### config.mk
export PLATFORM = sky130hd
export DESIGN_NAME = io_cmd_dispatcher
export DESIGN_NICKNAME = d
export VERILOG_FILES = /design/src/rtl/io_cmd_dispatcher.sv
export SDC_FILE = /design/constraint.sdc
export NUM_CORES = 1
export LEC_CHECK = 0
export ABC_AREA = 1
export BUFFER_PORTS_ARGS = -buffer_cell sky130_fd_sc_hd__buf_2
export CORE_AREA = 2 2 170 189
export DETAILED_ROUTE_END_ITERATION = 16
export DIE_AREA = 0 0 172 191
export PLACE_DENSITY = 0.57
export SYNTH_ARGS = -nofsm -noshare
export SYNTH_HDL_FRONTEND = slang
export SYNTH_SLANG_ARGS = --single-unit
### constraint.sdc
create_clock -name clk -period 4.3 [get_ports clk]
set_input_delay 0.86 -clock clk [delete_from_list [all_inputs] [get_ports clk]]
set_output_delay 0.86 -clock clk [all_outputs]
set_load 0.005 [all_outputs]
### src/rtl/io_cmd_dispatcher.sv
// io_cmd_dispatcher: command FIFO plus one-at-a-time issue sequencer in front of the I/O execution unit.
// Define IO_DISPATCH_TIMEOUT_EN to add the wait-state watchdog, the sticky err_timeout flag and the DRAIN state.

module io_cmd_dispatcher #(
  parameter int          DEPTH            = 4,
  parameter int          INSTRUCTION_SIZE = 3,
  parameter int          REG_SIZE         = 5,
  parameter int          AUXILIAR_SIZE    = 44,
  parameter int          IO_OUTPUT_SIZE   = 8,
  parameter logic [47:0] TIMEOUT_CYCLES   = 48'h0000EE6B2800
) (
  input  logic                        clk,
  input  logic                        rst,
  input  logic                        cmd_valid,
  output logic                        cmd_ready,
  input  logic [INSTRUCTION_SIZE-1:0] cmd_opcode,
  input  logic [REG_SIZE-1:0]         cmd_register,
  input  logic [AUXILIAR_SIZE-1:0]    cmd_aux,
  output logic [INSTRUCTION_SIZE-1:0] instrucction,
  output logic [REG_SIZE-1:0]         register,
  output logic [AUXILIAR_SIZE-1:0]    auxiliar_register,
  output logic                        valid_instrucction,
  input  logic                        busy,
  input  logic                        valid_io,
  input  logic [IO_OUTPUT_SIZE-1:0]   result_input_io,
  output logic                        rsp_valid,
  input  logic                        rsp_ready,
  output logic [IO_OUTPUT_SIZE-1:0]   rsp_data,
  output logic [INSTRUCTION_SIZE-1:0] rsp_opcode,
  output logic [$clog2(DEPTH):0]      fifo_level,
  output logic                        idle,
  output logic                        err_timeout
);

  localparam int AW = $clog2(DEPTH);
  localparam int LW = AW + 1;

`ifdef IO_DISPATCH_TIMEOUT_EN
  typedef enum logic [2:0] {IDLE, ISSUE, WAIT_BUSY, WAIT_DONE, DRAIN} state_t;
`else
  typedef enum logic [1:0] {IDLE, ISSUE, WAIT_BUSY, WAIT_DONE} state_t;
`endif

  function automatic logic isReadOp(input logic [INSTRUCTION_SIZE-1:0] op);
    return (op == INSTRUCTION_SIZE'(3'b100)) ||
           (op == INSTRUCTION_SIZE'(3'b101)) ||
           (op == INSTRUCTION_SIZE'(3'b110));
  endfunction

  state_t                      state_q;

  logic [INSTRUCTION_SIZE-1:0] opMem  [DEPTH];
  logic [REG_SIZE-1:0]         regMem [DEPTH];
  logic [AUXILIAR_SIZE-1:0]    auxMem [DEPTH];

  logic [AW-1:0]               wrPtr_q, wrPtr_d;
  logic [AW-1:0]               rdPtr_q, rdPtr_d;
  logic [LW-1:0]               level_q, level_d;

  logic [INSTRUCTION_SIZE-1:0] instr_q;
  logic [REG_SIZE-1:0]         reg_q;
  logic [AUXILIAR_SIZE-1:0]    aux_q;
  logic                        validInstr_q;
  logic                        rspValid_q;
  logic [IO_OUTPUT_SIZE-1:0]   rspData_q;
  logic [INSTRUCTION_SIZE-1:0] rspOpcode_q;

  logic                        push;
  logic                        pop;
  logic                        fifoEmpty;
  logic                        headIsRead;

  assign fifoEmpty  = (level_q == '0);
  assign cmd_ready  = (level_q != LW'(DEPTH));
  assign push       = cmd_valid & cmd_ready;
  assign headIsRead = isReadOp(opMem[rdPtr_q]);

  // A read may only leave the FIFO once the response register is free, so a
  // capture can never collide with an unconsumed result.
  assign pop = (state_q == IDLE) && !fifoEmpty && !busy && !(headIsRead && rspValid_q);

  always_comb begin
    wrPtr_d = wrPtr_q;
    rdPtr_d = rdPtr_q;
    level_d = level_q;
    if (push) wrPtr_d = wrPtr_q + AW'(1);
    if (pop)  rdPtr_d = rdPtr_q + AW'(1);
    case ({push, pop})
      2'b10:   level_d = level_q + LW'(1);
      2'b01:   level_d = level_q - LW'(1);
      default: level_d = level_q;
    endcase
  end

  always_ff @(posedge clk) begin
    if (push) begin
      opMem[wrPtr_q]  <= cmd_opcode;
      regMem[wrPtr_q] <= cmd_register;
      auxMem[wrPtr_q] <= cmd_aux;
    end
  end

  always_ff @(posedge clk or posedge rst) begin
    if (rst) begin
      wrPtr_q <= '0;
      rdPtr_q <= '0;
      level_q <= '0;
    end else begin
      wrPtr_q <= wrPtr_d;
      rdPtr_q <= rdPtr_d;
      level_q <= level_d;
    end
  end

`ifdef IO_DISPATCH_TIMEOUT_EN
  logic [47:0] waitCnt_q;
  logic        errTimeout_q;
  logic        timeoutHit;

  // The count is cumulative across WAIT_BUSY and WAIT_DONE for one command.
  assign timeoutHit  = (waitCnt_q == TIMEOUT_CYCLES - 48'd1);
  assign err_timeout = errTimeout_q;
`else
  assign err_timeout = 1'b0 & (TIMEOUT_CYCLES != '0);
`endif

  always_ff @(posedge clk or posedge rst) begin
    if (rst) begin
      state_q      <= IDLE;
      instr_q      <= '0;
      reg_q        <= '0;
      aux_q        <= '0;
      validInstr_q <= 1'b0;
      rspValid_q   <= 1'b0;
      rspData_q    <= '0;
      rspOpcode_q  <= '0;
`ifdef IO_DISPATCH_TIMEOUT_EN
      waitCnt_q    <= '0;
      errTimeout_q <= 1'b0;
`endif
    end else begin
      validInstr_q <= 1'b0;
      if (rspValid_q && rsp_ready) rspValid_q <= 1'b0;

      case (state_q)
        IDLE: begin
          if (pop) begin
            instr_q      <= opMem[rdPtr_q];
            reg_q        <= regMem[rdPtr_q];
            aux_q        <= auxMem[rdPtr_q];
            validInstr_q <= 1'b1;
            state_q      <= ISSUE;
          end
        end

        ISSUE: begin
          state_q <= WAIT_BUSY;
`ifdef IO_DISPATCH_TIMEOUT_EN
          waitCnt_q <= '0;
`endif
        end

        WAIT_BUSY: begin
`ifdef IO_DISPATCH_TIMEOUT_EN
          waitCnt_q <= waitCnt_q + 48'd1;
`endif
          if (busy) state_q <= WAIT_DONE;
`ifdef IO_DISPATCH_TIMEOUT_EN
          else if (timeoutHit) begin
            errTimeout_q <= 1'b1;
            state_q      <= DRAIN;
          end
`endif
        end

        WAIT_DONE: begin
`ifdef IO_DISPATCH_TIMEOUT_EN
          waitCnt_q <= waitCnt_q + 48'd1;
`endif
          if (!busy) begin
            state_q <= IDLE;
            if (isReadOp(instr_q) && valid_io) begin
              rspData_q   <= result_input_io;
              rspOpcode_q <= instr_q;
              rspValid_q  <= 1'b1;
            end
          end
`ifdef IO_DISPATCH_TIMEOUT_EN
          else if (timeoutHit) begin
            errTimeout_q <= 1'b1;
            state_q      <= DRAIN;
          end
`endif
        end

`ifdef IO_DISPATCH_TIMEOUT_EN
        DRAIN: begin
          if (!busy) state_q <= IDLE;
        end
`endif

        default: state_q <= IDLE;
      endcase
    end
  end

  assign instrucction       = instr_q;
  assign register           = reg_q;
  assign auxiliar_register  = aux_q;
  assign valid_instrucction = validInstr_q;
  assign rsp_valid          = rspValid_q;
  assign rsp_data           = rspData_q;
  assign rsp_opcode         = rspOpcode_q;
  assign fifo_level         = level_q;
  assign idle               = fifoEmpty && (state_q == IDLE);

endmodule

After elaboration in Yosys (flattened, before gate mapping) --
Memories as Yosys holds them, arrays and structs flattened. A register that Yosys moved wholly into a read port is not among the register bits. Cells that the tools add are included.
Operators by class: muxes and demuxes 13, equal/unequal tests 15, bitwise operators 2, add/subtract/negate cells 4, reduce and logical (&&, ||, !) cells 20
Operator list (number):
- == test 3 bit, second input constant | 6
- 2-to-1 mux 1 bit | 8
- one-hot mux 2 bit (4 select lines) | 1
- logical AND 1 bit | 7
- == test 2 bit, second input constant | 3
- 2-to-1 mux 2 bit | 3
- != test 2 bit, second input constant | 3
- one-hot mux 3 bit (2 select lines) | 1
- AND reduction 3 bit | 2
- adder 2 x 1 -> 2 bit, second input constant | 2
- == test 2 x 1 -> 1 bit, second input constant | 2
- logical OR 1 bit | 4
- adder 3 x 1 -> 3 bit, second input constant | 1
- zero test 1 bit | 3
- zero test 3 bit | 1
- != test 3 bit, second input constant | 1
- subtractor 3 x 1 -> 3 bit, second input constant | 1
- zero test 2 bit | 1
- AND reduction 2 bit | 1
- nonzero test 2 bit | 1
- AND 1 bit | 1
- NOT 1 bit | 1
Word-level totals: memories 3, input bits 66, RAM bits 208, logic and storage cells 66, bits in registers 25
Memories:
- auxMem | words 4, bits a word 44, read ports 1, clocked after memory_dff 1, write ports 1, RTL line 54 | logic [AUXILIAR_SIZE-1:0] auxMem [DEPTH];
- regMem | words 4, bits a word 5, read ports 1, clocked after memory_dff 1, write ports 1, RTL line 53 | logic [REG_SIZE-1:0] regMem [DEPTH];
- opMem | words 4, bits a word 3, read ports 1, clocked after memory_dff 0, write ports 1, RTL line 52 | logic [INSTRUCTION_SIZE-1:0] opMem [DEPTH];

Logic depth before layout (Yosys ltp) --
An unclocked memory read counts as a cell.
word-level depth 9, depth in mapped cells 17

Least setup slack after synthesis --
Ideal clock, no wire load.
path kind input-to-reg, from input port cmd_valid, to memory auxMem[0][0] (enable), stages on the path 2, path buffers 0, path slack 0.616 ns, arrival 3.222 ns, setup time 0.462 ns, cell sequence nand2_1 nor2_1
On the way: longest elaborated chain between the ends 3
Ends and longest elaborated chain:
- start: declaration | RTL line 14 | input logic cmd_valid,
- AND 1 bit | RTL line 75 | assign push = cmd_valid & cmd_ready;
- 2-to-1 mux 1 bit | RTL line 96 | if (push) begin
- 2-to-1 mux 1 bit (not written as such) | RTL line 99 | auxMem[wrPtr_q] <= cmd_aux;
- end: declaration | RTL line 54
No other way between the ends.

Worst setup path after layout --
from register rdPtr_q[0], to register instr_q[0], in the netlist instrucction[0] (read register of opMem)
On the way: longest elaborated chain between the ends 8
Ends and longest elaborated chain:
- start: declaration | RTL line 57 | logic [AW-1:0] rdPtr_q, rdPtr_d;
- start signal: assignment | RTL line 110 | rdPtr_q <= rdPtr_d;
- memory (4 x 3 bit) (*)
- == test 3 bit (on tied branches) | RTL line 45, 46
- logical OR 1 bit | RTL line 45 | return (op == INSTRUCTION_SIZE'(3'b100)) ||
- logical OR 1 bit | RTL line 46 | (op == INSTRUCTION_SIZE'(3'b101)) ||
- logical AND 1 bit | RTL line 80 | assign pop = (state_q == IDLE) && !fifoEmpty && !busy && !(headIsRead && rspValid_q);
- zero test 1 bit | RTL line 80
- logical AND 1 bit | RTL line 80
- AND reduction 2 bit (no line)
- end: declaration | RTL line 60 | logic [INSTRUCTION_SIZE-1:0] instr_q;
Every way passes the cells marked *; elsewhere a longest branch is shown, timed or not. A chain may end at the register's enable or synchronous reset.

==> flow_summary.toml <==
[timing]
max-slew-margin-rel = 0.346
post-route-period-util = 0.641
setup_tns_ns = 0
hold_viol = 0
timing.final.ws_setup_ns = 1.55
slew_viol_final = 0
rsz0062_at_grt = "false"
period_needed_ns = 2.75
fin_worst_skew_ns = 0.0127
setup_violations = 0
tightest_slew_ns = 0.981
fmax_ghz = 0.363

[cts]
cts_hold_buf = 0
cts-htree-levels = 1
post_cts_resized = 0
post_cts_buffers = 0
cts_tree = "done"
cts_buffers = 28
clk_latency_ns = 0.54
cts_max_path_buffers = 3
path_clk_slew_ns = 0.06
cts_root_buf = "clkbuf_16"
cts.sinks = 282

[floorplanning]
die_area_sq_um = 32900
io_pins = 137
start_util = 0.346
rows = 68
die_h_um = 191
die_w_um = 172
fp.coreArea_sq_um = 31000

[placed_design]
gp_congestion = 0.731
port_buffers = 135
hpwl_mm = 13.8
placed_area_sq_um = 11900
dp_cells = 1365
place_ws_ns = 1.45

[critical_path]
cp_slowest_cell = "clkinv_2"
worst_setup_path_start_kind = "flip-flop"
cp_data_required_time_ns = 4.72
crit_family = "buffers and inverters"
path_class = "flip-flop to flip-flop"
worstPathCellList = "clkinv_2 > nand2_1 > nand3_1 > nand2_1 > nor2_1 > nand2_1 > nand2_2 > buf_4 > clkinv_2 > o21ai_0"
worst-path-buf-inv = 3
cp.arrival_ns = 3.17
end_kind = "flip-flop"
cpMostUsedCell = "nand2_1"
path_max_fanout = 54
max_stage_delay_ns = 0.75

[global_routing]
grt_max_degree = 93
grtUsageTotal = 0.145
grt_pass1_vias = 6528
antenna_found_initial = 3
grt_pass1_wl_mm = 36.8
overflow = 0

[pwr]
p_per_area_nw_per_um2 = 700
fin_total_pwr_mw = 8.96
p_leak_nw = 5.12
irDropWorstVdd_v = 0.000336

[min_path]
min_path_type = "input pin to asynchronous set/reset pin"

[final_layout]
fin_cells = 1418
final_cell_mix = "edfxtp_1 (208), nand2_1 (182), buf_2 (135), o21ai_0 (105), nor2_1 (103)"
syn_to_final_growth_pct = 19.3
fin_area_sq_um = 12800
nFillCells = 2973
layout_commonest_cell = "edfxtp_1"
fin_nets = 1051
drive_above_1_share = 0.218

[synthesis]
synth_seq_cells = 282
syn_area_sq_um = 10700
synth_largest_area_cell = "edfxtp_1"
synth_warnings = 0
ys_seq_area_frac = 0.755
syn_area_per_cell_sq_um = 12.7
syn_nets = 918
synth_top_area_share = 0.582
syn_inst = 842
synth.area.top_cells = "edfxtp_1 (58%), dfrtp_1 (17%), nand2_1 (6.4%), o21ai_0 (4.9%), nor2_1 (3.7%)"
synth_cell_types = 27

[drt]
viasPerCell = 4.72
wl_mm = 24.0
num_vias = 6686
drtPass1Iterations = 4
wire_per_inst_um = 17.0
antenna_left = 0
initialDrtViolationCount = 373
drcViolationCount = 0

[run]
maxCapViolations = 0

[status]
status = "finished, final reports clean"
==> report_power, final <==
group          total, mW  leakage [nW]  internal [mW]  switching (mW)
combinational       2.53          1.83          0.862            1.67
clock               2.44         0.464           1.44            1.00
sequential          3.99          2.83           3.69           0.300
==> state kept, by name (all words and copies together) (netlist names), 3 cells and up <==
| signal | count |
|---|---|
| register | 5 |
| rsp_opcode | 3 |
| fifo_level | 3 |
| instrucction | 3 |
| rsp_data | 8 |
| regMem | 20 |
| auxiliar_register | 44 |
| opMem | 12 |
| auxMem | 176 |
==> synthesized netlist by cell type <==
library cell	instances
buf_1	1
clkbuf_1	30
clkinv_2	1
dfrtp_1	74
o21ai_0	105
nand2_2	1
a21oi_1	3
conb_1	1
inv_1	27
nor2_1	107
xnor2_1	2
nor4_1	1
buf_4	3
nor3_1	2
or2_2	1
ha_1	9
mux2i_1	1
edfxtp_1	208
mux2_2	9
o22ai_1	49
xor2_1	1
nand2_1	182
fa_1	1
inv_2	1
buf_6	5
nand3_1	10
buf_2	7
==> worst paths after layout <==
path	endpoint	cells after the start	slack, ns	start
max	instrucction[0]	10	1.55	rdPtr_q[0]
min	auxiliar_register[31]	2	0.43	rst
max reg2reg	instrucction[0]	10	1.55	rdPtr_q[0]
min reg2reg	auxiliar_register[5]	2	0.47	auxiliar_register[5]
min in group clk	auxiliar_register[5]	2	0.47	auxiliar_register[5]
max in group asynchronous	rsp_data[2]	3	2.98	rst
==> through the flow <==
stage          hold slack, ns  utilization
2_1_floorplan           0.458            -
5_1_grt                 0.477        0.413
3_3_place_gp            0.459        0.383
3_5_place_dp            0.460        0.383
4_1_cts                 0.446        0.413
6_report                0.435        0.413
==> per-layer routing <==
metal	up-vias	GRT usage	wire length (um)
li1	3202	-	-
met1	3297	0.188	10600
met2	152	0.253	11700
met3	33	0.0282	1340
met4	2	0.0330	374
met5	-	0	14
==> cell families (layout without fill, tap and decap cells) <==
| family | after synthesis | in the layout | synth area share |
|---|---|---|---|
| xor gates and xnor gates | 3 | 3 | 0.00245 |
| adders and majority gates | 10 | 10 | 0.0124 |
| and+or+nand+nor | 304 | 304 | 0.109 |
| DFF | 282 | 282 | 0.755 |
| buffers and inverters | 75 | 230 | 0.0317 |
| AOI/OAI and AO/OA | 157 | 157 | 0.0790 |
| other | 1 | 2 | 0.000350 |
| muxes | 10 | 10 | 0.0104 |
==> final cells by class <==
cell class              instances  area, sq um  area share
clock buffers                  37          806      0.0630
clock inverters                15          135      0.0106
diodes                          1         2.50    0.000196
well taps                     420          526      0.0411
multi-input cells             485         2310       0.181
repair buffers                149          793      0.0620
inverters                      29          114     0.00890
flip-flops and latches        282         8100       0.633
Power figures use the tool's default switching activity.
